File: config.mk
export PLATFORM = sky130hd
export DESIGN_NAME = mcu_spi_link
export DESIGN_NICKNAME = d
export VERILOG_FILES = /design/src/rtl/mcu_spi_pkg.sv /design/src/rtl/spi_pin_sync.sv /design/src/rtl/mcu_spi_link.sv
export SDC_FILE = /design/constraint.sdc
export NUM_CORES = 1
export LEC_CHECK = 0
export BUFFER_PORTS_ARGS = -buffer_cell sky130_fd_sc_hd__buf_2
export CAP_MARGIN = 40
export CORE_UTILIZATION = 38
export DETAILED_ROUTE_END_ITERATION = 7
export PLACE_DENSITY = 0.58
export SYNTH_ARGS = -nofsm -noshare
export SYNTH_HDL_FRONTEND = slang
export SYNTH_HIERARCHICAL = 1
export SYNTH_SLANG_ARGS = --single-unit
File: constraint.sdc
create_clock -name clk -period 1.9 [get_ports clk]
set_clock_uncertainty 0.15 [all_clocks]
set_input_delay 0.19 -clock clk [delete_from_list [all_inputs] [get_ports clk]]
set_output_delay 0.19 -clock clk [all_outputs]
set_load 0.05 [all_outputs]
File: src/rtl/mcu_spi_pkg.sv
// Shared definitions for the MCU SPI slave link and the hid block behind it:
// byte width, link FSM states and the command codes carried in the first byte of a frame.
package mcu_spi_pkg;

    localparam int WIDTH = 8;

    typedef enum logic [1:0] {
        WAIT_IDLE = 2'd0,
        IDLE      = 2'd1,
        SHIFT     = 2'd2
    } spi_state_e;

    localparam logic [WIDTH-1:0] CMD_STATUS   = 8'd0;
    localparam logic [WIDTH-1:0] CMD_KEYBOARD = 8'd1;
    localparam logic [WIDTH-1:0] CMD_MOUSE    = 8'd2;
    localparam logic [WIDTH-1:0] CMD_JOYSTICK = 8'd3;

    function automatic logic [WIDTH-1:0] shift_in(input logic [WIDTH-1:0] v, input logic b);
        return {v[WIDTH-2:0], b};
    endfunction

endpackage

File: src/rtl/spi_pin_sync.sv
// Synchroniser for one oversampled SPI pin, with edge detection on the synchronised value.
// Flops clear to 0 so a reset released while CSn is low looks like an active frame.
module spi_pin_sync #(
    parameter int SYNC_STAGES = 2
) (
    input  logic i_clk,
    input  logic i_rst_n,
    input  logic i_pin,
    output logic o_sync,
    output logic o_rise,
    output logic o_fall
);

    logic [SYNC_STAGES-1:0] r_sync;
    logic                   r_prev;

    always_ff @(posedge i_clk or negedge i_rst_n) begin
        if (!i_rst_n) begin
            r_sync <= '0;
            r_prev <= 1'b0;
        end else begin
            r_sync <= {r_sync[SYNC_STAGES-2:0], i_pin};
            r_prev <= r_sync[SYNC_STAGES-1];
        end
    end

    assign o_sync = r_sync[SYNC_STAGES-1];
    assign o_rise = r_sync[SYNC_STAGES-1] & ~r_prev;
    assign o_fall = ~r_sync[SYNC_STAGES-1] & r_prev;

endmodule

File: src/rtl/mcu_spi_link.sv
// SPI mode-0 slave to the IO MCU, oversampled in the system clock domain.
// Received bytes stream to hid; hid's reply to byte N is shifted out on byte N+1.
module mcu_spi_link
    import mcu_spi_pkg::*;
#(
    parameter int SYNC_STAGES = 2
) (
    input  logic             clk,
    input  logic             reset_n,
    input  logic             spi_csn,
    input  logic             spi_sclk,
    input  logic             spi_mosi,
    output logic             spi_miso,
    output logic             data_in_strobe,
    output logic             data_in_start,
    output logic [WIDTH-1:0] data_in,
    input  logic [WIDTH-1:0] data_out,
    output logic             frame_active,
    output spi_state_e       o_dbg_state
);

    localparam int CNT_W = $clog2(WIDTH + 1);
    localparam logic [CNT_W-1:0] CNT_FULL = CNT_W'(WIDTH);

    // Asynchronous assert, synchronous release.
    logic [1:0] r_rst_sync;
    logic       w_rst_n;

    always_ff @(posedge clk or negedge reset_n) begin
        if (!reset_n) begin
            r_rst_sync <= 2'b00;
        end else begin
            r_rst_sync <= {r_rst_sync[0], 1'b1};
        end
    end

    assign w_rst_n = r_rst_sync[1];

    logic w_csn_sync, w_csn_rise, w_csn_fall;
    logic w_sclk_sync, w_sclk_rise, w_sclk_fall;
    logic w_mosi_sync, w_mosi_rise, w_mosi_fall;
    logic w_unused_edges;

    spi_pin_sync #(.SYNC_STAGES(SYNC_STAGES)) u_sync_csn (
        .i_clk(clk), .i_rst_n(w_rst_n), .i_pin(spi_csn),
        .o_sync(w_csn_sync), .o_rise(w_csn_rise), .o_fall(w_csn_fall)
    );

    spi_pin_sync #(.SYNC_STAGES(SYNC_STAGES)) u_sync_sclk (
        .i_clk(clk), .i_rst_n(w_rst_n), .i_pin(spi_sclk),
        .o_sync(w_sclk_sync), .o_rise(w_sclk_rise), .o_fall(w_sclk_fall)
    );

    spi_pin_sync #(.SYNC_STAGES(SYNC_STAGES)) u_sync_mosi (
        .i_clk(clk), .i_rst_n(w_rst_n), .i_pin(spi_mosi),
        .o_sync(w_mosi_sync), .o_rise(w_mosi_rise), .o_fall(w_mosi_fall)
    );

    assign w_unused_edges = w_csn_rise ^ w_sclk_sync ^ w_mosi_rise ^ w_mosi_fall;

    spi_state_e       r_state;
    logic [CNT_W-1:0] r_bit_cnt;
    logic [WIDTH-1:0] r_rx_shift;
    logic [WIDTH-1:0] r_tx_shift;
    logic [WIDTH-1:0] r_data_in;
    logic             r_strobe;
    logic             r_start;
    logic             r_first;
    logic             r_load_d1;
    logic             r_skip_fall;
    logic [CNT_W-1:0] w_cnt_base;

    // A completed byte and the first bit of the next one may land on the same clk.
    assign w_cnt_base = (r_bit_cnt == CNT_FULL) ? '0 : r_bit_cnt;

    always_ff @(posedge clk or negedge w_rst_n) begin
        if (!w_rst_n) begin
            r_state     <= WAIT_IDLE;
            r_bit_cnt   <= '0;
            r_rx_shift  <= '0;
            r_tx_shift  <= '0;
            r_data_in   <= '0;
            r_strobe    <= 1'b0;
            r_start     <= 1'b0;
            r_first     <= 1'b0;
            r_load_d1   <= 1'b0;
            r_skip_fall <= 1'b0;
        end else begin
            r_strobe  <= 1'b0;
            r_start   <= 1'b0;
            r_load_d1 <= r_strobe;
            case (r_state)
                WAIT_IDLE: begin
                    if (w_csn_sync) begin
                        r_state <= IDLE;
                    end
                end
                IDLE: begin
                    if (w_csn_fall) begin
                        r_state     <= SHIFT;
                        r_bit_cnt   <= '0;
                        r_first     <= 1'b1;
                        r_tx_shift  <= '0;
                        r_skip_fall <= 1'b0;
                        r_load_d1   <= 1'b0;
                    end
                end
                SHIFT: begin
                    if (w_csn_sync) begin
                        r_state    <= IDLE;
                        r_bit_cnt  <= '0;
                        r_tx_shift <= '0;
                        r_load_d1  <= 1'b0;
                    end else begin
                        if (r_bit_cnt == CNT_FULL) begin
                            r_data_in <= r_rx_shift;
                            r_start   <= r_first;
                            r_strobe  <= 1'b1;
                            r_first   <= 1'b0;
                        end
                        if (w_sclk_rise) begin
                            r_rx_shift <= shift_in(r_rx_shift, w_mosi_sync);
                            r_bit_cnt  <= w_cnt_base + 1'b1;
                        end else if (r_bit_cnt == CNT_FULL) begin
                            r_bit_cnt <= '0;
                        end
                        // A fall coinciding with the load is the trailing edge itself.
                        if (r_load_d1) begin
                            r_tx_shift  <= data_out;
                            r_skip_fall <= ~w_sclk_fall;
                        end else if (w_sclk_fall) begin
                            if (r_skip_fall) begin
                                r_skip_fall <= 1'b0;
                            end else begin
                                r_tx_shift <= shift_in(r_tx_shift, 1'b0);
                            end
                        end
                    end
                end
                default: r_state <= WAIT_IDLE;
            endcase
        end
    end

    assign spi_miso       = r_tx_shift[WIDTH-1];
    assign data_in_strobe = r_strobe;
    assign data_in_start  = r_start;
    assign data_in        = r_data_in;
    assign frame_active   = (r_state == SHIFT);
    assign o_dbg_state    = r_state;

endmodule
==> summary.txt <==
Place
  – Placed inst area: between 2000 and 2500 µm²
  – Port Buf Inserts: 26
  – Routability Congestion: 0.837
  – HPWL Detailed: ~2.4 mm
  – Placed insts: about 230

Floorplan
  – Die Wd: 72.6 µm
  – Initial Utilization: between 30% and 40%
  – Floorplan row count: 25
  – CORE AREA: between 4000 and 5000 µm²
  – Total die area: approximately 5300 µm²
  – Height of the die: between 70 and 80 µm
  – Num ports: 27

Timing
  – Max-slew violation count: 0
  – Final hold vios: 0
  – Max Clk Rate: approximately 0.54 GHz
  – Min cycle time layout: 1.84 ns
  – Relative slew margins: 63.8%
  – Actual slew at the worst max-slew pin: roughly 0.54 ns
  – Setup violations, final: 0
  – Ratio of final minimum period to clock period: between 90 and 100%
  – RSZ-0062 raised after global routing: no

Clock network
  – Worst-skew pair later-pin latency: 0.29 ns
  – TritonCTS Buffers: 5
  – TritonCTS clock tree: yes
  – Sinks on Clock Net: between 40 and 50
  – Clk root buf: clkbuf_8
  – Longest Clk Path Bufs: 2
  – CTS clk-pin slew, worst paths: around 0.08 ns
  – H-tree depth: 2
  – Setup Buffers After CTS: 0

Finish
  – Fin cells: between 200 and 250
  – Final net count: ~190
  – Area growth syn-to-layout: 23.3%
  – Most frequent cells in the layout: dfrtp_1, buf_2, mux2_2
  – Design area: between 2000 and 2500 µm²
  – Layout cells sized above 1: 44.1%
  – Finished Core Util: approximately half
  – ANT cells: 0
  – Commonest non-fill, non-tap cell in the layout: dfrtp_1

Setup path
  – Crit Path Max Fanout: 9
  – CP endpoint kind: flop
  – Buf/Inv on CP: 0
  – CP peak stage delay: roughly 0.54 ns
  – CP Cell Sequence: or4b_1 -> or2_4 -> mux2_4
  – CP Class: reg2reg
  – Critical path's top delay family: simple AND/OR/NAND/NOR gates
  – Startpoint types: flop
  – Slowest CP cell: or4b_1
  – Worst Path Required: around 1.9 ns
  – Worst EP arrival: 1.86 ns

Pwr
  – Power Density: 964 nW/µm²
  – Worst vdd ir: 0.550 mV
  – Total power: 2.25 mW
  – Static leakage: approximately 1.1 nW

Logic synthesis
  – Synth Area per Inst: between 10 and 15 µm²
  – Synthesis warning total: 6
  – Mapped Area: between 1500 and 2000 µm²
  – Net Count, Synth: about 150
  – Post-synthesis cell count: 135

Routing
  – DR iter-0 viols: 95
  – ANT nets after route: 0
  – DRC errors left: 0
  – Pre-antenna DRT Iters: 4
  – WL/cell: 12.9 µm
  – Final wirelength: 3.15 mm
  – Vias per inst: around 4.8
  – DR vias: roughly 1200

GRT
  – Initial antenna violation count: 0
  – GRT Residual Overflow: 0
  – Vias in the first global route: between 1000 and 1500
  – GRT Resource Usage Total: roughly 14%
  – First-pass GRT wire length: approximately 5.5 mm
  – Pin count of the biggest net entering global routing: 28

Min path
  – Hold Path Class: in2reg

Job
  – MaxCap Viol Count: 0

Run status
  – Status: finished clean
-- sequential cells by signal, summed over array words and instances (netlist names) --
register            cells
u_sync_sclk/r_sync      2
r_bit_cnt               4
r_tx_shift              8
u_sync_mosi/r_sync      2
data_in_start           1
o_dbg_state             2
r_skip_fall             1
r_first                 1
u_sync_csn/r_sync       2
u_sync_csn/r_prev       1
r_load_d1               1
r_rx_shift              8
r_rst_sync              2
u_sync_sclk/r_prev      1
data_in_strobe          1
data_in                 8
-- cell type report --
type	count	area, µm²
clock inverter	1	5.00
fill	428	2420
clock buffer	7	96.3
tap	67	83.8
multi-input combinational	79	744
timing repair buffer	39	250
inverter	6	22.5
sequential	45	1130
-- where the power goes --
part	total [mW]	internal [mW]	leakage, nW	switching [mW]
sequential	1.07	1.02	0.593	0.0481
combinational	0.568	0.231	0.494	0.337
clock	0.614	0.328	0.0542	0.286
-- worst min-delay path, cell delays in order --
cell and delay, ns:
buf_2 0.10, nand3_1 0.07, o2bb2ai_1 0.06
-- layer usage --
metal / vias up / wire length (µm) / track usage [%]
li1: 562 / - / -
met1: 589 / 1430 / 17.6
met2: 22 / 1560 / 22.7
met3: 4 / 129 / 4.03
met4: 0 / 27 / 3.92
met5: - / 0 / 0
-- repair_timing --
action / in CTS / in global routing
endpoints found under the hold margin: 5 / 0
pin swaps: 0 / 1
hold buffers: 4 / 0
resized for setup: 2 / 1
endpoints found under the setup margin: 9 / 7
-- through the flow --
stage / worst slack, ns / hold slack [ns] / setup TNS [ns]
after global routing: 0.00443 / 0.0182 / 0
final: 0.0587 / 0.00896 / 0
after detailed placement: -0.107 / -0.173 / -0.832
after CTS: 0.0547 / 0.00468 / 0
after global placement: -0.0586 / -0.175 / -0.463
after floorplan: -0.0187 / -0.256 / -0.150
-- final timing paths --
| kind | from | end | slack [ns] | depth (start not counted) |
|---|---|---|---|---|
| setup / recovery | r_bit_cnt[1]$_DFFE_PN0P_ | data_in[3]$_DFFE_PN0P_ | 0.06 | 3 |
| hold / removal | data_out[0] | r_tx_shift[0]$_DFFE_PN0P_ | 0.009 | 3 |
| setup reg to reg | r_bit_cnt[1]$_DFFE_PN0P_ | data_in[3]$_DFFE_PN0P_ | 0.06 | 3 |
| hold reg to reg | r_rst_sync[1]$_DFF_PN0_ | u_sync_csn/r_prev$_DFF_PN0_ | 0.05 | 0 |
| max in group asynchronous | r_rst_sync[1]$_DFF_PN0_ | data_in[0]$_DFFE_PN0P_ | 1.07 | 1 |
| min in group asynchronous | r_rst_sync[1]$_DFF_PN0_ | u_sync_csn/r_prev$_DFF_PN0_ | 0.05 | 0 |
Note: power is estimated with default switching activity, not from simulation.
